**config.mk**
```make
export PLATFORM = sky130hd
export DESIGN_NAME = sd_cmd_tx
export DESIGN_NICKNAME = d
export VERILOG_FILES = /design/src/rtl/sd_cmd_tx.sv
export SDC_FILE = /design/constraint.sdc
export NUM_CORES = 1
export LEC_CHECK = 0
export BUFFER_PORTS_ARGS = -buffer_cell sky130_fd_sc_hd__buf_2
export CORE_ASPECT_RATIO = 1.25
export CORE_MARGIN = 3
export CORE_UTILIZATION = 59
export CTS_CLUSTER_SIZE = 40
export DETAILED_ROUTE_END_ITERATION = 10
export GPL_TIMING_DRIVEN = 0
export PLACE_DENSITY = 0.82
export SLEW_MARGIN = 10
export SYNTH_ARGS = -nofsm -noshare
export SYNTH_HDL_FRONTEND = slang
export SYNTH_SLANG_ARGS = --single-unit
```
**constraint.sdc**
```tcl
create_clock -name clk -period 5.1 [get_ports clk]
set_input_delay 0.255 -clock clk [delete_from_list [all_inputs] [get_ports clk]]
set_output_delay 0.255 -clock clk [all_outputs]
set_load 0.02 [all_outputs]
```
**src/rtl/sd_cmd_tx.sv**
```systemverilog
// sd_cmd_tx: serial SD command transmitter.
// Builds {start, tx, index, arg, CRC7, end} and shifts it MSB-first onto CMD,
// then holds the line idle-high for NCC bit periods before pulsing done.
// CRC7 (x^7 + x^3 + 1) is accumulated bit-serially over the first 40 bits.
module sd_cmd_tx #(
  parameter int CLK_DIV = 2,  // clk cycles per CMD bit period, 1..255
  parameter int NCC     = 8   // idle-high bit periods after the end bit, 1..15
) (
  input  logic        clk,
  input  logic        rst_n,
  input  logic        start,
  input  logic [5:0]  cmd_index,
  input  logic [31:0] cmd_arg,
  output logic        cmd_out,
  output logic        cmd_oe,
  output logic        bit_tick,
  output logic        busy,
  output logic        done,
  output logic [6:0]  crc_out
);

  typedef enum logic [2:0] {
    S_IDLE,
    S_SHIFT,
    S_CRC,
    S_END,
    S_GAP
  } state_t;

  localparam logic [7:0] DIV_LAST = 8'(CLK_DIV - 1);
  localparam logic [7:0] DIV_PEN  = 8'(CLK_DIV - 2);
  localparam logic [5:0] NCC_LAST = 6'(NCC - 1);
  localparam logic [5:0] NCC_PEN  = 6'(NCC - 2);

  state_t      r_state;
  logic [7:0]  r_div;
  logic [5:0]  r_bit;
  logic [39:0] r_frame;
  logic [6:0]  r_crc;
  logic [6:0]  r_crc_out;
  logic        r_cmd_out;
  logic        r_cmd_oe;
  logic        r_bit_tick;
  logic        r_busy;
  logic        r_done;

  logic       w_period_end;
  logic       w_fb;
  logic [6:0] w_crc_upd;
  logic       w_done_next;

  assign w_period_end = (r_div == DIV_LAST);
  assign w_fb         = r_frame[39] ^ r_crc[6];
  assign w_crc_upd    = {r_crc[5:3], r_crc[2] ^ w_fb, r_crc[1:0], w_fb};

  // done is registered, so it is raised on the edge that enters the very
  // last clk of the gap. With one clk per bit that clk is a whole period,
  // so the lookahead moves back one bit (or into END when the gap is 1 bit).
  assign w_done_next = (CLK_DIV == 1) ?
                         ((NCC == 1) ? (r_state == S_END)
                                     : (r_state == S_GAP && r_bit == NCC_PEN)) :
                         (r_state == S_GAP && r_bit == NCC_LAST && r_div == DIV_PEN);

  assign cmd_out  = r_cmd_out;
  assign cmd_oe   = r_cmd_oe;
  assign bit_tick = r_bit_tick;
  assign busy     = r_busy;
  assign done     = r_done;
  assign crc_out  = r_crc_out;

  // Frame FSM: every output is set on the edge that begins the clk it describes.
  always_ff @(posedge clk or negedge rst_n) begin
    if (!rst_n) begin
      r_state    <= S_IDLE;
      r_div      <= 8'd0;
      r_bit      <= 6'd0;
      r_frame    <= 40'd0;
      r_crc      <= 7'd0;
      r_crc_out  <= 7'd0;
      r_cmd_out  <= 1'b1;
      r_cmd_oe   <= 1'b0;
      r_bit_tick <= 1'b0;
      r_busy     <= 1'b0;
      r_done     <= 1'b0;
    end else begin
      case (r_state)
        S_IDLE: begin
          r_done <= 1'b0;
          r_div  <= 8'd0;
          r_bit  <= 6'd0;
          if (start) begin
            r_state    <= S_SHIFT;
            r_frame    <= {2'b01, cmd_index, cmd_arg};
            r_crc      <= 7'd0;
            r_cmd_out  <= 1'b0;  // start bit
            r_cmd_oe   <= 1'b1;
            r_bit_tick <= 1'b1;
            r_busy     <= 1'b1;
          end else begin
            r_cmd_out  <= 1'b1;
            r_cmd_oe   <= 1'b0;
            r_bit_tick <= 1'b0;
            r_busy     <= 1'b0;
          end
        end
        default: begin
          r_done <= w_done_next;
          if (!w_period_end) begin
            r_div      <= r_div + 8'd1;
            r_bit_tick <= 1'b0;
          end else begin
            r_div      <= 8'd0;
            r_bit_tick <= 1'b1;
            case (r_state)
              S_SHIFT: begin
                r_crc   <= w_crc_upd;
                r_frame <= {r_frame[38:0], 1'b0};
                if (r_bit == 6'd39) begin
                  r_state   <= S_CRC;
                  r_bit     <= 6'd0;
                  r_crc_out <= w_crc_upd;
                  r_cmd_out <= w_crc_upd[6];
                end else begin
                  r_bit     <= r_bit + 6'd1;
                  r_cmd_out <= r_frame[38];
                end
              end
              S_CRC: begin
                r_crc <= {r_crc[5:0], 1'b0};
                if (r_bit == 6'd6) begin
                  r_state   <= S_END;
                  r_bit     <= 6'd0;
                  r_cmd_out <= 1'b1;  // end bit
                end else begin
                  r_bit     <= r_bit + 6'd1;
                  r_cmd_out <= r_crc[5];
                end
              end
              S_END: begin
                r_state   <= S_GAP;
                r_bit     <= 6'd0;
                r_cmd_oe  <= 1'b0;
                r_cmd_out <= 1'b1;
              end
              S_GAP: begin
                if (r_bit == NCC_LAST) begin
                  r_state    <= S_IDLE;
                  r_bit      <= 6'd0;
                  r_bit_tick <= 1'b0;
                  r_busy     <= 1'b0;
                end else begin
                  r_bit <= r_bit + 6'd1;
                end
              end
              default: begin
                r_state <= S_IDLE;
                r_bit   <= 6'd0;
              end
            endcase
          end
        end
      endcase
    end
  end

endmodule

```
* Yosys cells after proc, flatten, opt, wreduce, memory -nomap -nowiden
Cells that the tools add are included.
** Storage, ports and cells
- Flip-flop bits (word level) :: 76
- Latch bits :: 0
- Output and inout port bits :: 12
- Memories kept :: 0
- Memory bits (writable) :: 0
- Input bits :: 41
- Memory bits (read-only) :: 0
** Cells by class
- $mul :: 0
- Add/sub/neg operators :: 2
- Shift operators :: 0
- Div/mod/pow operators :: 0
- Reduce and logical (&&, ||, !) cells :: 18
- Magnitude comparators :: 0
- Bitwise operators :: 3
- Multiplexer cells :: 42
- Equal/unequal tests :: 12
** Operators by type and width (count)
- $mux 40 :: 4
- $mux 6 :: 5
- $mux 7 :: 3
- $mux 1 :: 18
- $mux 3 :: 6
- $pmux 6 s3 :: 1
- $mux 8 :: 2
- $pmux 7 s2 :: 1
- $eq 6x3->1 const B :: 2
- $pmux 3 s4 :: 1
- $reduce_bool 2->1 :: 5
- $reduce_and 3->1 :: 3
- $add 8x1->8 const B :: 1
- $eq 8x1->1 const B :: 1
- $logic_not 8->1 :: 1
- $add 6x1->6 const B :: 1
- $eq 3x2->1 const B :: 2
- $eq 6x6->1 const B :: 1
- $ne 3x3->1 const B :: 2
- $reduce_and 5->1 :: 1
- $reduce_and 2->1 :: 2
- $reduce_and 4->1 :: 1
- $reduce_bool 4->1 :: 1
- $eq 3x1->1 const B :: 1
- other kinds (9) :: 11

* Depth between registers and ports, before layout
- Depth after elaboration :: 5
- Gate-level depth with buffers :: 8
- Gate-level depth less buffers :: 6

* Least setup slack after synthesis
No wires, ideal clock.
- Path kind :: register to register
- From :: register r_state[0]
- To :: register r_frame[30]
- Buffers on the path :: 3
- Period minus slack after synthesis :: 2.019 ns
- Slack :: 3.081 ns
- Required time :: 4.973 ns
- Library setup time :: 0.127 ns
- Arrival time :: 1.892 ns
- Stages on the path, launching flop included :: 7
- Path through :: dfrtp_1 buf_2 nor3_1 buf_4 clkbuf_1 mux2_2 mux2_1
** On the way
- Longest elaborated chain between the ends :: 3
- Elaborated cells on any way between the ends :: 7
** Ends and longest elaborated chain
- start: declaration :: line 35 : state_t r_state;
- start signal: assignment :: line 74 : r_state <= S_IDLE;
- start signal: assignment :: line 92 : r_state <= S_SHIFT;
- start signal: assignment :: line 119 : r_state <= S_CRC;
- $eq 3x1->1 / $logic_not 3->1 (equally long branches) :: line 114, 86
- $reduce_bool 2->1 (no source line) / $ne 2x2->1 (equally long branches)
- $reduce_and 3->1 (no source line)
- end signal: assignment :: line 93 : r_frame <= {2'b01, cmd_index, cmd_arg};
- end signal: assignment :: line 117 : r_frame <= {r_frame[38:0], 1'b0};
- end: declaration :: line 38 : logic [39:0] r_frame;
Several ways; a longest one is shown, not always the timed one.
A chain may end at the register's enable or synchronous reset.

* Worst setup path after layout
- From :: register r_state[1]
- To :: register r_frame[36]
The elaborated chain is that of the path after synthesis.

==> impl_metrics.json <==
{
  "finalMaxSlewViolations": 0,
  "grt_pass1_wl_um": 12600,
  "worstPathArrival_ps": 2540,
  "crit_type": "flip-flop to flip-flop",
  "antenna_found_initial": 0,
  "die_area_sq_um": 7550,
  "die_x_um": 78.3,
  "synthArstFlopShare_pct": 100,
  "min_from": "cmd_arg[0]",
  "synthesis.nets": 372,
  "dr.pass1.iters": 4,
  "ant_nets": 0,
  "endpoint_kind": "flip-flop",
  "synth-seq-area-share_pct": 49.3,
  "grt_max_degree": 67,
  "ios": 53,
  "gp_congestion": 0.917,
  "max_freq_ghz": 0.433,
  "setup_tns_ps": 0,
  "status": "finished clean",
  "first_global_vias": 2697,
  "wl_um": 7690,
  "leakagePower_nw": 2.26,
  "required_ps": 5330,
  "postCtsHoldBufs": 1,
  "num_vias": 2702,
  "fin_crit_ps": 2310,
  "drive_gt1_share_pct": 39.2,
  "insertedDiodeCount": 0,
  "yosysMostFrequentCell": "dfrtp_1",
  "initialDrtViolationCount": 124,
  "crit_fanout": 10,
  "setup_viol": 0,
  "synth_area_leaders": "dfrtp_1 (49%), mux2_2 (16%), mux2_4 (3.9%), mux2_1 (2.6%), o21ai_0 (2.2%)",
  "synth_edf_count": 0,
  "htreeDepth": 3,
  "synthDistinctLibCells": 48,
  "synthAdderAreaFrac_pct": 1.62,
  "die_h_um": 96.4,
  "synth_top_family_by_area": "multiplexers",
  "synth_area_leader_cell": "dfrtp_1",
  "ys_ff_latch": 76,
  "synthMuxAreaShare_pct": 23.7,
  "synth_ff_type": "dfrtp_1",
  "timing.hold.ws_ps": 141,
  "num_rows": 32,
  "yosysWarningCount": 0,
  "yosys.area.top_type_share_pct": 48.7,
  "path_clk_slew_ps": 80,
  "grtUsageTotal_pct": 21.6,
  "cts_resized": 0,
  "fp.coreArea_sq_um": 6250,
  "drc_errors": 0,
  "synthTopCellsByCount": "dfrtp_1 (75), mux2_2 (56), nand2_1 (22)",
  "rsz0062_at_grt": "false",
  "hp-class": "input port to flip-flop",
  "clk-insertion-delay-late_ps": 350,
  "nets": 437,
  "pwr_density_cell_nw_per_um2": 244,
  "cts.sinks": 76,
  "vias_per_cell": 5.63,
  "start_util_pct": 61.8,
  "worst_pin_slew_ps": 578,
  "timing.rr.start": "r_state[1]$_DFFE_PN0P_",
  "syn_area_sq_um": 3860,
  "cap_violations": 0,
  "routedWlPerCell_um": 16.0,
  "hold_viol": 0,
  "synth-simple-area-share_pct": 9.73,
  "cts_root_buf": "clkbuf_8",
  "fin_skew_ps": 10.2,
  "cts_made_buffers": 9,
  "cts_setup_buffers": 0,
  "synth-compound-area-share_pct": 9.37,
  "dpl.cell_count": 464,
  "slew_headroom_pct": 61.3,
  "clock_path_buffers": 2,
  "period_share_pct": 45.3,
  "hpwl_um": 5360,
  "postSynthCellCount": 326,
  "synth_xor_area_share_pct": 2.27,
  "gr-total-overflow": 0,
  "syn_area_per_cell_sq_um": 11.8,
  "startpoint": "r_state[1]$_DFFE_PN0P_",
  "portBuffers": 52,
  "finalNonFillerCells": 480,
  "ir_drop_uv": 284,
  "area_delta_synth_final_pct": 15.5,
  "start_kind": "flip-flop",
  "cts_tree": "yes"
}
[final timing paths]
path | end | slack (ps) | cells after the start
max | r_frame[36]$_DFFE_PN0P_ | 2790 | 6
max in group asynchronous | cmd_out$_DFFE_PN1P_ | 4180 | 3
max reg2reg | r_frame[36]$_DFFE_PN0P_ | 2790 | 6
min in group asynchronous | crc_out[4]$_DFFE_PN0P_ | 310 | 2
min | r_frame[0]$_DFFE_PN0P_ | 140 | 3
min reg2reg | crc_out[2]$_DFFE_PN0P_ | 490 | 2
[per-layer routing]
layer	up-vias	routed length, um	GRT usage [%]
met1	1315	3120	24.9
li1	1290	-	-
met4	0	144	8.31
met3	14	432	5.75
met2	83	3990	38.5
met5	-	0	0
[cells by family after synthesis]
family,Yosys count
adders and majority gates,5
DFF,76
buffers and inverters,28
AOI/OAI and AO/OA,55
xor gates and xnor gates,10
muxes,78
and+or+nand+nor,74
[flip-flops by register name (all words and copies together) (netlist names)]
register  flops
bit_tick      1
busy          1
cmd_oe        1
cmd_out       1
crc_out       7
done          1
r_bit         6
r_crc         7
r_div         8
r_frame      40
r_state       3
[critical path, cell delays in order, from the launching register on]
cell	delay [ps]
dfrtp_1	410
buf_2	210
nor3_1	200
buf_4	230
clkbuf_1	440
mux2_2	410
mux2_1	300
[per-stage QoR]
step	setup slack [ps]	cell area, sq um	power (W)	util, %
2_1_floorplan	3080	3860	0.000617	-
3_3_place_gp	2860	4220	0.000644	67.6
3_5_place_dp	2800	4250	0.000648	68.1
4_1_cts	2780	4450	0.00110	71.3
5_1_grt	2690	4450	0.00113	71.3
6_report	2790	4450	0.00109	71.3
[power breakdown]
part | switching, W | internal [W]
clock | 0.000214 | 0.000237
combinational | 0.0000172 | 0.0000149
sequential | 0.000000434 | 0.000603
total | 0.000232 | 0.000855
[area by class of cell]
type | instances | area, sq um
Inverter | 10 | 37.5
Buffer | 18 | 114
Sequential cell | 76 | 1900
Fill cell | 450 | 1790
Clock inverter | 4 | 48.8
Timing Repair Buffer | 54 | 300
Multi-Input combinational cell | 222 | 1800
Clock buffer | 11 | 141
Tap cell | 85 | 106
[placed cells by master, fill, tap and decap left out, types with 3 or more instances in the layout]
| cell | n |
|---|---|
| buf_6 | 4 |
| clkbuf_1 | 8 |
| xor2_1 | 7 |
| buf_2 | 55 |
| xnor2_1 | 3 |
| o41ai_1 | 4 |
| o21ai_1 | 5 |
| mux2_4 | 10 |
| nand2b_1 | 3 |
| nor3_1 | 7 |
| clkbuf_8 | 10 |
| buf_4 | 4 |
| inv_1 | 10 |
| nand2_1 | 22 |
| and3_1 | 4 |
| a21oi_1 | 10 |
| dfrtp_1 | 75 |
| mux2_2 | 56 |
| mux2_1 | 9 |
| nand3_1 | 15 |
| nor2_1 | 13 |
| ha_1 | 5 |
| o21ai_0 | 17 |
(Power assumes the default switching activity.)
